### src/rtl/note_duration_timer.sv
// note_duration_timer: plays one note of (L+1) units of T clocks each,
// producing an articulated gate, a pulse on the last clock of every unit
// and a completion pulse. Note length is counted by a tick counter nested
// in a unit counter, so duration is exact for any L and T.
module note_duration_timer #(
   parameter int LEN_WIDTH   = 5,
   parameter int COUNT_WIDTH = 32,
   parameter int GAP_TICKS   = 250000
) (
   input  logic                   i_clk,
   input  logic                   i_rst_n,
   input  logic                   i_start,
   input  logic [LEN_WIDTH-1:0]   i_note_len,
   input  logic [1:0]             i_mode,
   input  logic [COUNT_WIDTH-1:0] i_ticks_per_unit,
   input  logic                   i_abort,
   output logic                   o_ready,
   output logic                   o_gate,
   output logic                   o_unit_tick,
   output logic                   o_done
);

   // Width of L+1, and of a full note duration (L+1)*T with no overflow.
   localparam int LW1 = LEN_WIDTH + 1;
   localparam int PW  = LW1 + COUNT_WIDTH;
   localparam logic [PW-1:0] GAP_EXT = PW'(GAP_TICKS);

   localparam logic [1:0] MODE_LEGATO   = 2'b00;
   localparam logic [1:0] MODE_NORMAL   = 2'b01;
   localparam logic [1:0] MODE_STACCATO = 2'b10;
   localparam logic [1:0] MODE_REST     = 2'b11;

   typedef enum logic {
      IDLE = 1'b0,
      PLAY = 1'b1
   } state_t;

   state_t                 state_reg, state_next;
   logic [COUNT_WIDTH-1:0] tick_reg, tick_next;
   logic [LEN_WIDTH-1:0]   unit_reg, unit_next;
   logic [LEN_WIDTH-1:0]   len_reg, len_next;
   logic [1:0]             mode_reg, mode_next;
   logic [COUNT_WIDTH-1:0] t_reg, t_next;
   logic                   first_reg, first_next;
   logic [PW-1:0]          left_reg, left_next;
   logic                   gate_reg, gate_next;
   logic                   done_reg, done_next;

   logic                   unit_end;
   logic                   last_cycle;
   logic [LW1-1:0]         len1;
   logic [LW1-1:0]         half_units;
   logic [LW1-1:0]         s_units;
   logic [LW1-1:0]         next_unit;
   logic [PW-1:0]          t_ext;
   logic [PW-1:0]          pp [0:LEN_WIDTH];
   logic [PW-1:0]          dur;
   logic [PW-1:0]          left_now;

   assign unit_end   = (tick_reg == (t_reg - COUNT_WIDTH'(1)));
   assign last_cycle = unit_end && (unit_reg == len_reg);
   assign len1       = {1'b0, len_reg} + LW1'(1);
   assign half_units = len1 >> 1;
   assign s_units    = (half_units == '0) ? LW1'(1) : half_units;
   assign next_unit  = {1'b0, unit_reg} + LW1'(unit_end);
   assign t_ext      = {{LW1{1'b0}}, t_reg};

   // Shift-add partial products of (L+1)*T; this product only places the
   // articulation gap, the note itself is timed by the nested counters.
   genvar gi;
   generate
      for (gi = 0; gi <= LEN_WIDTH; gi++) begin : g_pp
         assign pp[gi] = len1[gi] ? (t_ext << gi) : '0;
      end
   endgenerate

   // Sum the partial products into the full note duration.
   always_comb begin
      dur = '0;
      for (int i = 0; i <= LEN_WIDTH; i++) begin
         dur = dur + pp[i];
      end
   end

   // Cycles still to play after the current one; seeded on the first cycle.
   assign left_now = first_reg ? (dur - PW'(1)) : left_reg;

   // State and datapath registers; reset aborts any note immediately.
   always_ff @(posedge i_clk or negedge i_rst_n) begin
      if (!i_rst_n) begin
         state_reg <= IDLE;
         tick_reg  <= '0;
         unit_reg  <= '0;
         len_reg   <= '0;
         mode_reg  <= '0;
         t_reg     <= '0;
         first_reg <= 1'b0;
         left_reg  <= '0;
         gate_reg  <= 1'b0;
         done_reg  <= 1'b0;
      end else begin
         state_reg <= state_next;
         tick_reg  <= tick_next;
         unit_reg  <= unit_next;
         len_reg   <= len_next;
         mode_reg  <= mode_next;
         t_reg     <= t_next;
         first_reg <= first_next;
         left_reg  <= left_next;
         gate_reg  <= gate_next;
         done_reg  <= done_next;
      end
   end

   // Next-state logic: accept, count ticks within units, articulate, finish.
   always_comb begin
      state_next = state_reg;
      tick_next  = tick_reg;
      unit_next  = unit_reg;
      len_next   = len_reg;
      mode_next  = mode_reg;
      t_next     = t_reg;
      first_next = 1'b0;
      left_next  = left_reg;
      gate_next  = 1'b0;
      done_next  = 1'b0;
      case (state_reg)
         IDLE: begin
            if (i_start && !i_abort) begin
               state_next = PLAY;
               tick_next  = '0;
               unit_next  = '0;
               len_next   = i_note_len;
               mode_next  = i_mode;
               t_next     = (i_ticks_per_unit == '0) ? COUNT_WIDTH'(1) : i_ticks_per_unit;
               first_next = 1'b1;
               // The first clock of a note always sounds unless it is a rest.
               gate_next  = (i_mode != MODE_REST);
            end
         end
         PLAY: begin
            if (i_abort) begin
               state_next = IDLE;
            end else if (last_cycle) begin
               state_next = IDLE;
               done_next  = 1'b1;
            end else begin
               tick_next = unit_end ? '0 : (tick_reg + COUNT_WIDTH'(1));
               unit_next = unit_end ? (unit_reg + LEN_WIDTH'(1)) : unit_reg;
               left_next = left_now - PW'(1);
               case (mode_reg)
                  MODE_LEGATO:   gate_next = 1'b1;
                  MODE_NORMAL:   gate_next = (left_now > GAP_EXT);
                  MODE_STACCATO: gate_next = (next_unit < s_units);
                  MODE_REST:     gate_next = 1'b0;
                  default:       gate_next = 1'b0;
               endcase
            end
         end
         default: state_next = IDLE;
      endcase
   end

   assign o_ready     = (state_reg == IDLE);
   assign o_gate      = gate_reg;
   assign o_unit_tick = (state_reg == PLAY) && unit_end;
   assign o_done      = done_reg;

endmodule

### config.mk
export PLATFORM = sky130hd
export DESIGN_NAME = note_duration_timer
export DESIGN_NICKNAME = d
export VERILOG_FILES = /design/src/rtl/note_duration_timer.sv
export SDC_FILE = /design/constraint.sdc
export NUM_CORES = 1
export LEC_CHECK = 0
export ABC_AREA = 1
export ABC_CLOCK_PERIOD_IN_PS = 5400
export BUFFER_PORTS_ARGS = -buffer_cell sky130_fd_sc_hd__clkbuf_2
export CAP_MARGIN = 20
export CORE_ASPECT_RATIO = 1.75
export CORE_MARGIN = 1.5
export CORE_UTILIZATION = 55
export CTS_BUF_LIST = sky130_fd_sc_hd__clkbuf_4
export DETAILED_ROUTE_END_ITERATION = 16
export GPL_TIMING_DRIVEN = 0
export PLACE_DENSITY = 0.7
export SLEW_MARGIN = 20
export SYNTH_ARGS = -nofsm -noshare
export SYNTH_HDL_FRONTEND = slang
export SYNTH_SLANG_ARGS = --single-unit
### constraint.sdc
create_clock -name i_clk -period 5.4 [get_ports i_clk]
set_input_delay 0.27 -clock i_clk [delete_from_list [all_inputs] [get_ports i_clk]]
set_output_delay 0.27 -clock i_clk [all_outputs]
set_load 0.02 [all_outputs]
==> flow_metrics.env <==
export IMPL_cp_start_kind="register"
export IMPL_cap_viol_max_count=0
export IMPL_drtPass1Iterations=7
export IMPL_via_per_inst=5.78
export IMPL_placedInstanceArea_um2=17700
export IMPL_layout_min_cycle_time_ns=6.32
export IMPL_drive_gt1_frac=0.238
export IMPL_areaGrowthSynthToFinish_pct=28.1
export IMPL_nNetsFinal=3154
export IMPL_n_fill_cell=2365
export IMPL_remaining_drc_errors=0
export IMPL_htree_levels=4
export IMPL_max_slew_margin_rel=0.444
export IMPL_dieArea_um2=31800
export IMPL_min_path_type="input pin to register"
export IMPL_start_util=0.561
export IMPL_grt_total_usage=0.417
export IMPL_fp_dieW_um=135
export IMPL_grt_max_degree=65
export IMPL_first_global_vias=18700
export IMPL_design_area_um2=21600
export IMPL_worst_path_most_repeated_cell="nand2_1"
export IMPL_outcome="finished, violations left"
export IMPL_hpwlAfterDp_um=49400
export IMPL_overflow=0
export IMPL_worstMarginPinSlew_ns=0.834
export IMPL_portBuffers=46
export IMPL_ios=47
export IMPL_ys_warn_count=0
export IMPL_fmax_mhz=158
export IMPL_arrival_ns=6.94
export IMPL_cp_max_fo=7
export IMPL_critPathCaptureType="register"
export IMPL_avgSynthCellArea_um2=6.28
export IMPL_dp_slack_ns=-1.73
export IMPL_cts_sinks=118
export IMPL_vias=19000
export IMPL_insertion_delay_ns=0.67
export IMPL_antenna_found_initial=2
export IMPL_synthCells=2685
export IMPL_ant_nets=0
export IMPL_die_y_um=235
export IMPL_cts_tree="yes"
export IMPL_crit_type="register to register"
export IMPL_cp_slowest_cell="fa_1"
export IMPL_final_common_cell="nand2_1"
export IMPL_ys_seq_elements=118
export IMPL_critical_path_max_stage_delay_ns=0.61
export IMPL_synth_cell_area_um2=16900
export IMPL_finalSetupViolCount=31
export IMPL_final_cell_mix="nand2_1 (713), inv_1 (471), nor2_1 (234)"
export IMPL_grt_pass1_wl_um=98700
export IMPL_rsz0062_at_grt="yes"
export IMPL_fp_coreArea_um2=30100
export IMPL_violations="negative setup slack"
export IMPL_row_count=84
export IMPL_cts_root_buf="clkbuf_4"
export IMPL_finClkSkew_ns=0.0402
export IMPL_cts_made_buffers=17
export IMPL_synth_nets=2945
export IMPL_hold_violations=0
export IMPL_worstPathRequired_ns=6.02
export IMPL_totalWireLength_um=72500
export IMPL_drt_wirelength_per_cell_um=22.0
export IMPL_drt_iter0_markers=1841
export IMPL_largest_reg_flops=38
export IMPL_finalMaxSlewViolations=0
export IMPL_hold_ws_ns=0.0310
export IMPL_clock_path_buffers=2
export IMPL_fin_crit_sh=1.17
export IMPL_seq_area_frac_synth=0.175
export IMPL_clk_pin_slew_ns=0.16
export IMPL_yosysUniqueCellTypes=48
export IMPL_final_setup_worst_slack_ns=-0.923
export IMPL_gp_congestion=1.07
[cells in the mapped netlist, drive strengths merged]
cell / n / area [um^2]
o21bai: 6 / 45.0
nand4: 39 / 244
and2: 2 / 12.5
nand3b: 6 / 45.0
fa: 121 / 2420
xor2: 66 / 578
nor4: 14 / 93.8
o211ai: 1 / 7.51
a31oi: 2 / 12.5
nor2: 316 / 1310
a21oi: 28 / 140
a31o: 1 / 8.76
nand3: 194 / 993
nor3: 40 / 205
dfrtp: 118 / 2950
or3: 1 / 6.26
xnor2: 15 / 131
xnor3: 1 / 22.5
inv: 520 / 1950
a21o: 1 / 7.51
o31ai: 1 / 7.51
o21ai: 97 / 489
o22ai: 1 / 6.26
a221oi: 1 / 8.76
a311oi: 1 / 8.76
nand2: 873 / 3310
or2: 21 / 131
and3: 1 / 6.26
o2111a: 1 / 11.3
clkbuf: 47 / 176
ha: 96 / 1200
buf: 50 / 288
nor3b: 3 / 22.5
[stage by stage]
step | setup TNS, ns | cells | util
2_1_floorplan | 0 | 2685 | -
3_3_place_gp | -35.29 | 3118 | 0.586
3_5_place_dp | -38.42 | 3119 | 0.587
4_1_cts | -3.36 | 3243 | 0.674
5_1_grt | -22.98 | 3295 | 0.718
6_report | -18.88 | 3295 | 0.718
[worst max-delay path: cells and delay by family, from the launching register on]
family | cells | cell delay [ns]
and+or+nand+nor | 16 | 2.41
adders and majority gates | 5 | 2.22
buffers and inverters | 6 | 0.98
DFF | 1 | 0.43
AOI/OAI and AO/OA | 1 | 0.24
[cells by family (layout without fill, tap and decap cells)]
family | after synthesis | after routing | share of synthesized area
buffers and inverters | 617 | 839 | 0.143
other | 0 | 1 | 0
xor gates and xnor gates | 82 | 82 | 0.0434
AOI/OAI and AO/OA | 141 | 141 | 0.0447
and+or+nand+nor | 1510 | 1510 | 0.379
DFF | 118 | 118 | 0.175
adders and majority gates | 217 | 217 | 0.215
[metal layers]
layer / GRT usage / share of wire
met3: 0.0839 / 0.086
met4: 0.438 / 0.14
met1: 0.379 / 0.30
met2: 0.727 / 0.48
met5: 0 / 0.00087
[area by class of cell]
type | instances | area [um^2] | share of cell area
tap | 387 | 484 | 0.0224
timing repair buffer | 191 | 1520 | 0.0706
clock buffer | 17 | 128 | 0.00591
clock inverter | 15 | 181 | 0.00840
buffer | 96 | 628 | 0.0291
antenna | 1 | 2.50 | 0.000116
inverter | 520 | 1970 | 0.0913
multi-input combinational | 1950 | 13700 | 0.635
sequential | 118 | 2950 | 0.137
[timing repair]
item	CTS	global route
gates resized for setup	367	243
setup endpoints to repair	33	27
pin swaps	62	180
endpoints found under the hold margin	102	0
buffers inserted	50	51
cloned	2	0
hold buffers	41	0
[path summary, 6_finish.rpt]
check                           slack [ns]    startpoint      endpoint  depth (start not counted)
worst max-delay path                 -0.92    len_reg[0]  left_reg[29]                         28
worst min-delay path                  0.03       i_start   tick_reg[0]                          5
worst max register to register       -0.92    len_reg[0]  left_reg[29]                         28
min in group asynchronous             0.08       i_rst_n  left_reg[37]                          2
worst min register to register        0.49  left_reg[30]  left_reg[30]                          2
max in group asynchronous             4.54       i_rst_n   unit_reg[2]                          3
Power is not shown: default switching activity piles up to over one toggle a cycle in this logic, so the estimate is an artifact.
